===== src/rtl/program_loader.sv =====
// program_loader: boot-time loader feeding the instruction-memory write port.
// Accepts a length-prefixed byte stream, assembles little-endian 32-bit words,
// writes them to word addresses 0..N-1 and keeps the core held until the image
// is complete.
//
// Optional feature macro: PROGRAM_LOADER_CHECKSUM_EN
//   When defined, the stream carries a trailing XOR checksum byte over all
//   data bytes, and a mismatch ends the load in ERROR.
//
// state  | meaning
// -------+---------------------------------------------------------------
// IDLE   | out of reset, waiting for start
// LEN_LO | waiting for LEN[7:0]
// LEN_HI | waiting for LEN[15:8]; length is range-checked on acceptance
// DATA   | collecting data bytes, one write per completed word
// DRAIN  | final write in flight, no bytes accepted (checksum off)
// CSUM   | final write in flight, waiting for checksum byte (checksum on)
// DONE   | image loaded, core released; start begins a new load
// ERROR  | load rejected, core held; start begins a new load

module program_loader #(
    parameter int data_bits           = 32,
    parameter int memory_size         = 1024,
    parameter int memory_address_bits = $clog2(memory_size)
) (
    input  logic                           clk,
    input  logic                           reset,
    input  logic                           start,
    input  logic                           byte_valid,
    input  logic [7:0]                     byte_data,
    output logic                           byte_ready,
    output logic                           imem_write_enable,
    output logic [memory_address_bits-1:0] imem_address,
    output logic [data_bits-1:0]           imem_write_data,
    output logic                           core_hold,
    output logic                           done,
    output logic                           error,
    output logic [memory_address_bits:0]   words_loaded
);

    localparam int CNT_W = memory_address_bits + 1;
    // Wide enough to hold both the 16-bit LEN field and words_loaded + 1.
    localparam int CMP_W = (CNT_W > 16) ? CNT_W + 1 : 17;

    localparam logic [CNT_W-1:0] CNT_ONE = CNT_W'(1);
    localparam logic [CMP_W-1:0] MAX_LEN = CMP_W'(memory_size);

    typedef enum logic [2:0] {
        IDLE   = 3'd0,
        LEN_LO = 3'd1,
        LEN_HI = 3'd2,
        DATA   = 3'd3,
        DRAIN  = 3'd4,
`ifdef PROGRAM_LOADER_CHECKSUM_EN
        CSUM   = 3'd5,
`endif
        DONE   = 3'd6,
        ERROR  = 3'd7
    } state_t;

    state_t state;
    state_t next_state;

    logic [15:0] len_q;
    logic [23:0] word_sr;
    logic [1:0]  byte_idx;

`ifdef PROGRAM_LOADER_CHECKSUM_EN
    logic [7:0]  csum_q;
`endif

    logic        accept;
    logic        start_load;
    logic        last_byte;
    logic        last_word;
    logic [15:0] len_full;
    logic        len_bad;

    logic        byte_ready_d;
    logic        core_hold_d;
    logic        done_d;
    logic        error_d;

    assign accept     = byte_valid && byte_ready;
    assign start_load = start && ((state == IDLE) || (state == DONE) || (state == ERROR));
    assign last_byte  = (byte_idx == 2'd3);
    // words_loaded already counts every earlier word, so it is the index of
    // the word now being assembled.
    assign last_word  = (CMP_W'(len_q) == (CMP_W'(words_loaded) + CMP_W'(1)));
    assign len_full   = {byte_data, len_q[7:0]};
    assign len_bad    = (len_full == 16'd0) || (CMP_W'(len_full) > MAX_LEN);

    // State register.
    always_ff @(posedge clk) begin
        if (reset) begin
            state <= IDLE;
        end else begin
            state <= next_state;
        end
    end

    // Next-state decode from the current state, start and byte acceptance.
    always_comb begin
        next_state = state;
        case (state)
            IDLE, DONE, ERROR: begin
                if (start) begin
                    next_state = LEN_LO;
                end
            end
            LEN_LO: begin
                if (accept) begin
                    next_state = LEN_HI;
                end
            end
            LEN_HI: begin
                if (accept) begin
                    next_state = len_bad ? ERROR : DATA;
                end
            end
            DATA: begin
                if (accept && last_byte && last_word) begin
`ifdef PROGRAM_LOADER_CHECKSUM_EN
                    next_state = CSUM;
`else
                    next_state = DRAIN;
`endif
                end
            end
            DRAIN: begin
                next_state = DONE;
            end
`ifdef PROGRAM_LOADER_CHECKSUM_EN
            CSUM: begin
                if (accept) begin
                    next_state = (byte_data == csum_q) ? DONE : ERROR;
                end
            end
`endif
            default: begin
                next_state = IDLE;
            end
        endcase
    end

    // Output levels for the state being entered, so the flops below present
    // them in the same cycle the state register does.
    always_comb begin
        byte_ready_d = 1'b0;
        core_hold_d  = 1'b1;
        done_d       = 1'b0;
        error_d      = 1'b0;
        case (next_state)
            LEN_LO, LEN_HI, DATA: begin
                byte_ready_d = 1'b1;
            end
`ifdef PROGRAM_LOADER_CHECKSUM_EN
            CSUM: begin
                byte_ready_d = 1'b1;
            end
`endif
            DONE: begin
                core_hold_d = 1'b0;
                done_d      = 1'b1;
            end
            ERROR: begin
                error_d = 1'b1;
            end
            default: begin
                byte_ready_d = 1'b0;
            end
        endcase
    end

    // Registered status outputs.
    always_ff @(posedge clk) begin
        if (reset) begin
            byte_ready <= 1'b0;
            core_hold  <= 1'b1;
            done       <= 1'b0;
            error      <= 1'b0;
        end else begin
            byte_ready <= byte_ready_d;
            core_hold  <= core_hold_d;
            done       <= done_d;
            error      <= error_d;
        end
    end

    // Length capture, word assembly, write strobe and word count.
    always_ff @(posedge clk) begin
        if (reset) begin
            len_q             <= '0;
            word_sr           <= '0;
            byte_idx          <= '0;
            imem_write_enable <= 1'b0;
            imem_address      <= '0;
            imem_write_data   <= '0;
            words_loaded      <= '0;
        end else begin
            imem_write_enable <= 1'b0;

            // The count advances as the write cycle closes.
            if (imem_write_enable) begin
                words_loaded <= words_loaded + CNT_ONE;
            end

            if (start_load) begin
                words_loaded <= '0;
                byte_idx     <= '0;
            end

            if (accept) begin
                case (state)
                    LEN_LO: begin
                        len_q[7:0] <= byte_data;
                    end
                    LEN_HI: begin
                        len_q[15:8] <= byte_data;
                    end
                    DATA: begin
                        // Bytes arrive LSB first; shifting in from the top
                        // leaves byte 0 in the low lane after three bytes.
                        word_sr  <= {byte_data, word_sr[23:8]};
                        byte_idx <= byte_idx + 2'd1;
                        if (last_byte) begin
                            imem_write_enable <= 1'b1;
                            imem_address      <= words_loaded[memory_address_bits-1:0];
                            imem_write_data   <= {byte_data, word_sr};
                        end
                    end
                    default: begin
                        len_q <= len_q;
                    end
                endcase
            end
        end
    end

`ifdef PROGRAM_LOADER_CHECKSUM_EN
    // Running XOR over the data bytes of the current load.
    always_ff @(posedge clk) begin
        if (reset) begin
            csum_q <= '0;
        end else if (start_load) begin
            csum_q <= '0;
        end else if (accept && (state == DATA)) begin
            csum_q <= csum_q ^ byte_data;
        end
    end
`endif

endmodule


===== config.mk =====
export PLATFORM = sky130hd
export DESIGN_NAME = program_loader
export DESIGN_NICKNAME = d
export VERILOG_FILES = /design/src/rtl/program_loader.sv
export SDC_FILE = /design/constraint.sdc
export NUM_CORES = 1
export LEC_CHECK = 0
export ABC_AREA = 1
export CORE_MARGIN = 8
export CORE_UTILIZATION = 55
export CTS_CLUSTER_DIAMETER = 60
export DETAILED_ROUTE_END_ITERATION = 8
export PLACE_DENSITY = 0.82
export RECOVER_POWER = 50
export SKIP_LAST_GASP = 1
export SLEW_MARGIN = 5
export SYNTH_ARGS = -nofsm -noshare
export SYNTH_HDL_FRONTEND = slang
export SYNTH_SLANG_ARGS = --single-unit
export TNS_END_PERCENT = 20

===== constraint.sdc =====
create_clock -name clk -period 5.65 [get_ports clk]
set_input_delay 0.565 -clock clk [delete_from_list [all_inputs] [get_ports clk]]
set_output_delay 0.565 -clock clk [all_outputs]
set_load 0.1 [all_outputs]

## Word-level counts from Yosys, hierarchy flattened

Cells that the tools add are included.

| cells by class | value |
|---|---|
| add/subtract/negate cells | 3 |
| $lt $le $gt $ge | 1 |
| bitwise gates (word level) | 2 |
| equality and inequality tests | 13 |
| muxes and demuxes | 14 |
| reductions and logical operators | 17 |

Operators by type and width:

| kind | number |
|---|---|
| $eq 16x12->1 | 1 |
| $gt 16x11->1 const B | 1 |
| $logic_not 16->1 | 1 |
| $eq 3x3->1 const B | 5 |
| $mux 3 | 5 |
| $pmux 3 s5 | 1 |
| $add 11x1->12 const B | 1 |
| $eq 3x2->1 const B | 4 |
| $add 11x1->11 const B | 1 |
| $reduce_or 3->1 | 3 |
| $eq 3x1->1 const B | 2 |
| $mux 2 | 3 |
| $reduce_and 2->1 | 3 |
| $mux 1 | 5 |
| $logic_and 1x1->1 | 4 |
| $logic_not 3->1 | 1 |
| $logic_or 1x1->1 | 3 |
| $reduce_and 3->1 | 1 |
| $add 2x1->2 const B | 1 |
| $eq 2x2->1 const B | 1 |
| $not 1->1 | 2 |
| $reduce_or 2->1 | 1 |

| word-level totals | value |
|---|---|
| flip-flop bits (word level) | 103 |
| input port bits | 12 |
| logic and storage cells | 63 |
| output and inout bits | 58 |

## Depth between registers and ports, before layout

| logic depth | value |
|---|---|
| depth after elaboration | 8 |
| mapped depth | 16 |

## Least setup slack after synthesis

No wires, ideal clock.

| timing path | value |
|---|---|
| path kind | register to register |
| start point | register words_loaded[1] |
| end point | register core_hold |
| path buffers | 0 |
| data arrival time | 2.512 ns |
| setup slack | 3.008 ns |
| setup time | 0.131 ns |
| stages on the path, launching flop included | 13 |
| required time | 5.519 ns |
| cells stage by stage | dfxtp_1 ha_1 nand2_2 nor2_4 nand2_2 nand3_2 nand3_1 nor2_1 nand2_1 nor2_2 nand3_2 a21oi_4 nand3_2 |

| between the ends | value |
|---|---|
| word-level cells in the longest chain between the ends | 7 |

Ends and longest elaborated chain:

| item | RTL line | RTL |
|---|---|---|
| start: declaration | 38 | `output logic [memory_address_bits:0] words_loaded` |
| start signal: assignment | 205 | `words_loaded <= words_loaded + CNT_ONE;` |
| $add 11x1->12 | 89 | `assign last_word = (CMP_W'(len_q) == (CMP_W'(words_loaded) + CMP_W'(1)));` |
| $eq 16x12->1 | 89 |  |
| $logic_and 1x1->1 | 122 | `if (accept && last_byte && last_word) begin` |
| $mux 3 | 122 |  |
| $pmux 3 s5 | 105 | `case (state)` |
| $eq 3x3->1 | 153 | `case (next_state)` |
| $mux 1 | 153 |  |
| end signal: assignment | 184 | `core_hold <= core_hold_d;` |
| end: declaration | 35 | `output logic core_hold,` |

No other way between the ends.
A chain may end at the register's enable or synchronous reset.

==> impl_metrics.json <==
{
  "ys_warn_count": 0,
  "synth_edf_count": 0,
  "routed_wirelength_microns": 10600,
  "start_util": 0.570,
  "synth_async_sr_flop_share": 0,
  "peakVddDrop_mv": 0.200,
  "place.gp.congestion": 0.942,
  "drive_gt1_frac": 0.0646,
  "antenna_found_initial": 0,
  "synth_seq_area_share": 0.496,
  "final.setup_skew_ps": 10.4,
  "cp_max_fo": 84,
  "io_pins": 70,
  "clock_sinks": 103,
  "power.density_mw_per_mm2": 270,
  "fill_cells": 652,
  "gr-usage-all-layers": 0.209,
  "vias": 3845,
  "synthesis.instances": 557,
  "synth-adder-area-share": 0.00602,
  "core_area_sq_mm": 0.00729,
  "insertion_delay_ps": 370,
  "portBuffers": 69,
  "rrSetupSlack_ps": 2870,
  "placed_area_sq_mm": 0.00488,
  "synth_top_family_by_area": "simple AND/OR/NAND/NOR gates",
  "dieWidth_microns": 103,
  "finalCritPeriodShare": 0.539,
  "synth_cell_types": 29,
  "syn_area_per_cell_sq_um": 7.46,
  "n_antenna_cell": 0,
  "tns_ps": 0,
  "numCtsBuffers": 9,
  "min_path_type": "register to register",
  "synth_area_sq_mm": 0.00415,
  "via_per_inst": 5.36,
  "fin_area_sq_mm": 0.00507,
  "synth_compound_area_frac": 0.166,
  "rsz0062_at_grt": "no",
  "synth-simple-area-share": 0.261,
  "cts_root_buf": "clkbuf_8",
  "endpoint_kind": "register",
  "slew_viol_final": 85,
  "synth-xor-area-share": 0.00211,
  "post-route-drc-count": 0,
  "worstPathArrival_ps": 3340,
  "path_class": "input pin to register",
  "drv_cap": 1,
  "cts_setup_buffers": 0,
  "num_rows": 31,
  "max_freq_mhz": 329,
  "grt_first_pass_wirelength_microns": 17600,
  "fp.dieH_microns": 103,
  "dp_hpwl_microns": 7680,
  "drt-initial-drc-count": 234,
  "worst_pin_slew_ps": 2000,
  "timing.hold.ws_ps": 463,
  "ys.flop_type": "dfxtp_1",
  "grt_overflow_total": 0,
  "die-area_sq_mm": 0.0106,
  "cp.required_ps": 5940,
  "synthMuxAreaShare": 0,
  "ys_ff_latch": 103,
  "synth_nets": 571,
  "final_antenna_net_count": 0,
  "violations": "capacitance limit, slew limit",
  "p_leak_nw": 2.17,
  "area_growth_pct": 22.0,
  "cts_resized": 0,
  "ctsHoldBuffers": 0,
  "wire_per_inst_microns": 14.7,
  "nets": 628,
  "cts_tree": "yes",
  "hold_viol_final": 0,
  "clk_pin_slew_ps": 100,
  "setup_viol": 0,
  "grt_max_degree": 85,
  "max_slew_margin": -0.338,
  "firstDrtPassIters": 4,
  "htreeDepth": 3,
  "clock_path_buffers": 2,
  "period_needed_ps": 3040,
  "critPathLaunchType": "input pin",
  "grt_pass1_vias": 3682,
  "status": "finished, violations left"
}
-- sequential cells by signal (all words and copies together), names as in the netlist --
register,cells
imem_write_enable,1
byte_ready,1
core_hold,1
word_sr,24
done,1
words_loaded,11
imem_address,10
imem_write_data,32
state,3
len_q,16
error,1
byte_idx,2
-- cell families after synthesis --
| group | Yosys count |
|---|---|
| flip-flops | 103 |
| buffers and inverters | 74 |
| adder cells (fa/ha/maj) | 2 |
| XOR/XNOR | 1 |
| AO/OA/AOI/OAI | 132 |
| AND/OR/NAND/NOR | 245 |
-- synth_stat cells, types with 2 or more instances --
| master | number | area share |
|---|---|---|
| nor2_4 | 4 | 0.011 |
| nand2_1 | 99 | 0.089 |
| o21ai_0 | 76 | 0.092 |
| nand3_2 | 5 | 0.012 |
| dfxtp_1 | 103 | 0.50 |
| inv_2 | 3 | 0.0027 |
| nand4_1 | 4 | 0.0060 |
| buf_1 | 5 | 0.0045 |
| nor4_1 | 2 | 0.0030 |
| clkbuf_1 | 15 | 0.014 |
| ha_1 | 2 | 0.0060 |
| nor2_1 | 75 | 0.068 |
| nand2_2 | 5 | 0.0075 |
| inv_1 | 47 | 0.042 |
| a211oi_1 | 3 | 0.0054 |
| a21oi_1 | 47 | 0.057 |
| nand3_1 | 42 | 0.051 |
| nor2_2 | 6 | 0.0090 |
| buf_2 | 4 | 0.0048 |
-- final timing paths --
kind                                       endpoint       start  cells after the start
worst max register to register  imem_write_data[25]    state[0]                     11
worst max-delay path                    word_sr[19]       reset                      4
worst min-delay path             imem_write_data[9]  word_sr[9]                      2
worst min register to register   imem_write_data[9]  word_sr[9]                      2
-- cell usage in the layout, fill, tap and decap left out, drive strengths merged --
| cell type | count |
|---|---|
| a211oi | 3 |
| a21o | 1 |
| a21oi | 48 |
| a31oi | 1 |
| a32oi | 1 |
| and3 | 1 |
| buf | 1 |
| clkbuf | 10 |
| clkdlybuf4s50 | 30 |
| clkinv | 3 |
| dfxtp | 103 |
| dlygate4sd3 | 39 |
| ha | 2 |
| inv | 53 |
| nand2 | 104 |
| nand3 | 47 |
| nand3b | 1 |
| nand4 | 4 |
| nor2 | 85 |
| nor4 | 2 |
| o21ai | 78 |
| or2 | 1 |
| xnor2 | 1 |
-- worst max-delay path: stages --
cell and delay [ps]:
dlygate4sd3_1 670, inv_1 1470, o21ai_0 370, a21oi_1 230
-- layout make-up --
type | count | area (sq um) | area share
multi-input combinational | 380 | 1800 | 0.354
sequential | 103 | 2060 | 0.407
inverter | 50 | 188 | 0.0370
tap | 99 | 124 | 0.0244
timing repair buffer | 70 | 698 | 0.138
clock inverter | 6 | 62.6 | 0.0123
clock buffer | 10 | 138 | 0.0272
-- metal layers --
layer	global-route usage	routed length, microns	up-vias
met1	0.277	4970	1771
met2	0.342	4840	120
met3	0.0290	629	12
met4	0.0667	143	0
met5	0	0	-
li1	-	-	1942
-- report_power, final --
part / internal (mW) / switching, mW / total (mW) / leakage (nW)
clock: 0.184 / 0.277 / 0.461 / 0.102
combinational: 0.0435 / 0.107 / 0.150 / 1.24
sequential: 0.744 / 0.0114 / 0.755 / 0.830
total: 0.972 / 0.395 / 1.37 / 2.17
-- per-stage QoR --
step | util | power, mW | instances | setup slack (ps)
2_1_floorplan | - | 0.880 | 557 | 3010
3_3_place_gp | 0.669 | 0.919 | 702 | 2540
3_5_place_dp | 0.669 | 0.923 | 702 | 2430
4_1_cts | 0.697 | 1.37 | 718 | 2800
5_1_grt | 0.695 | 1.42 | 718 | 2330
6_report | 0.695 | 1.37 | 718 | 2610
Note: power is estimated with default switching activity, not from simulation.
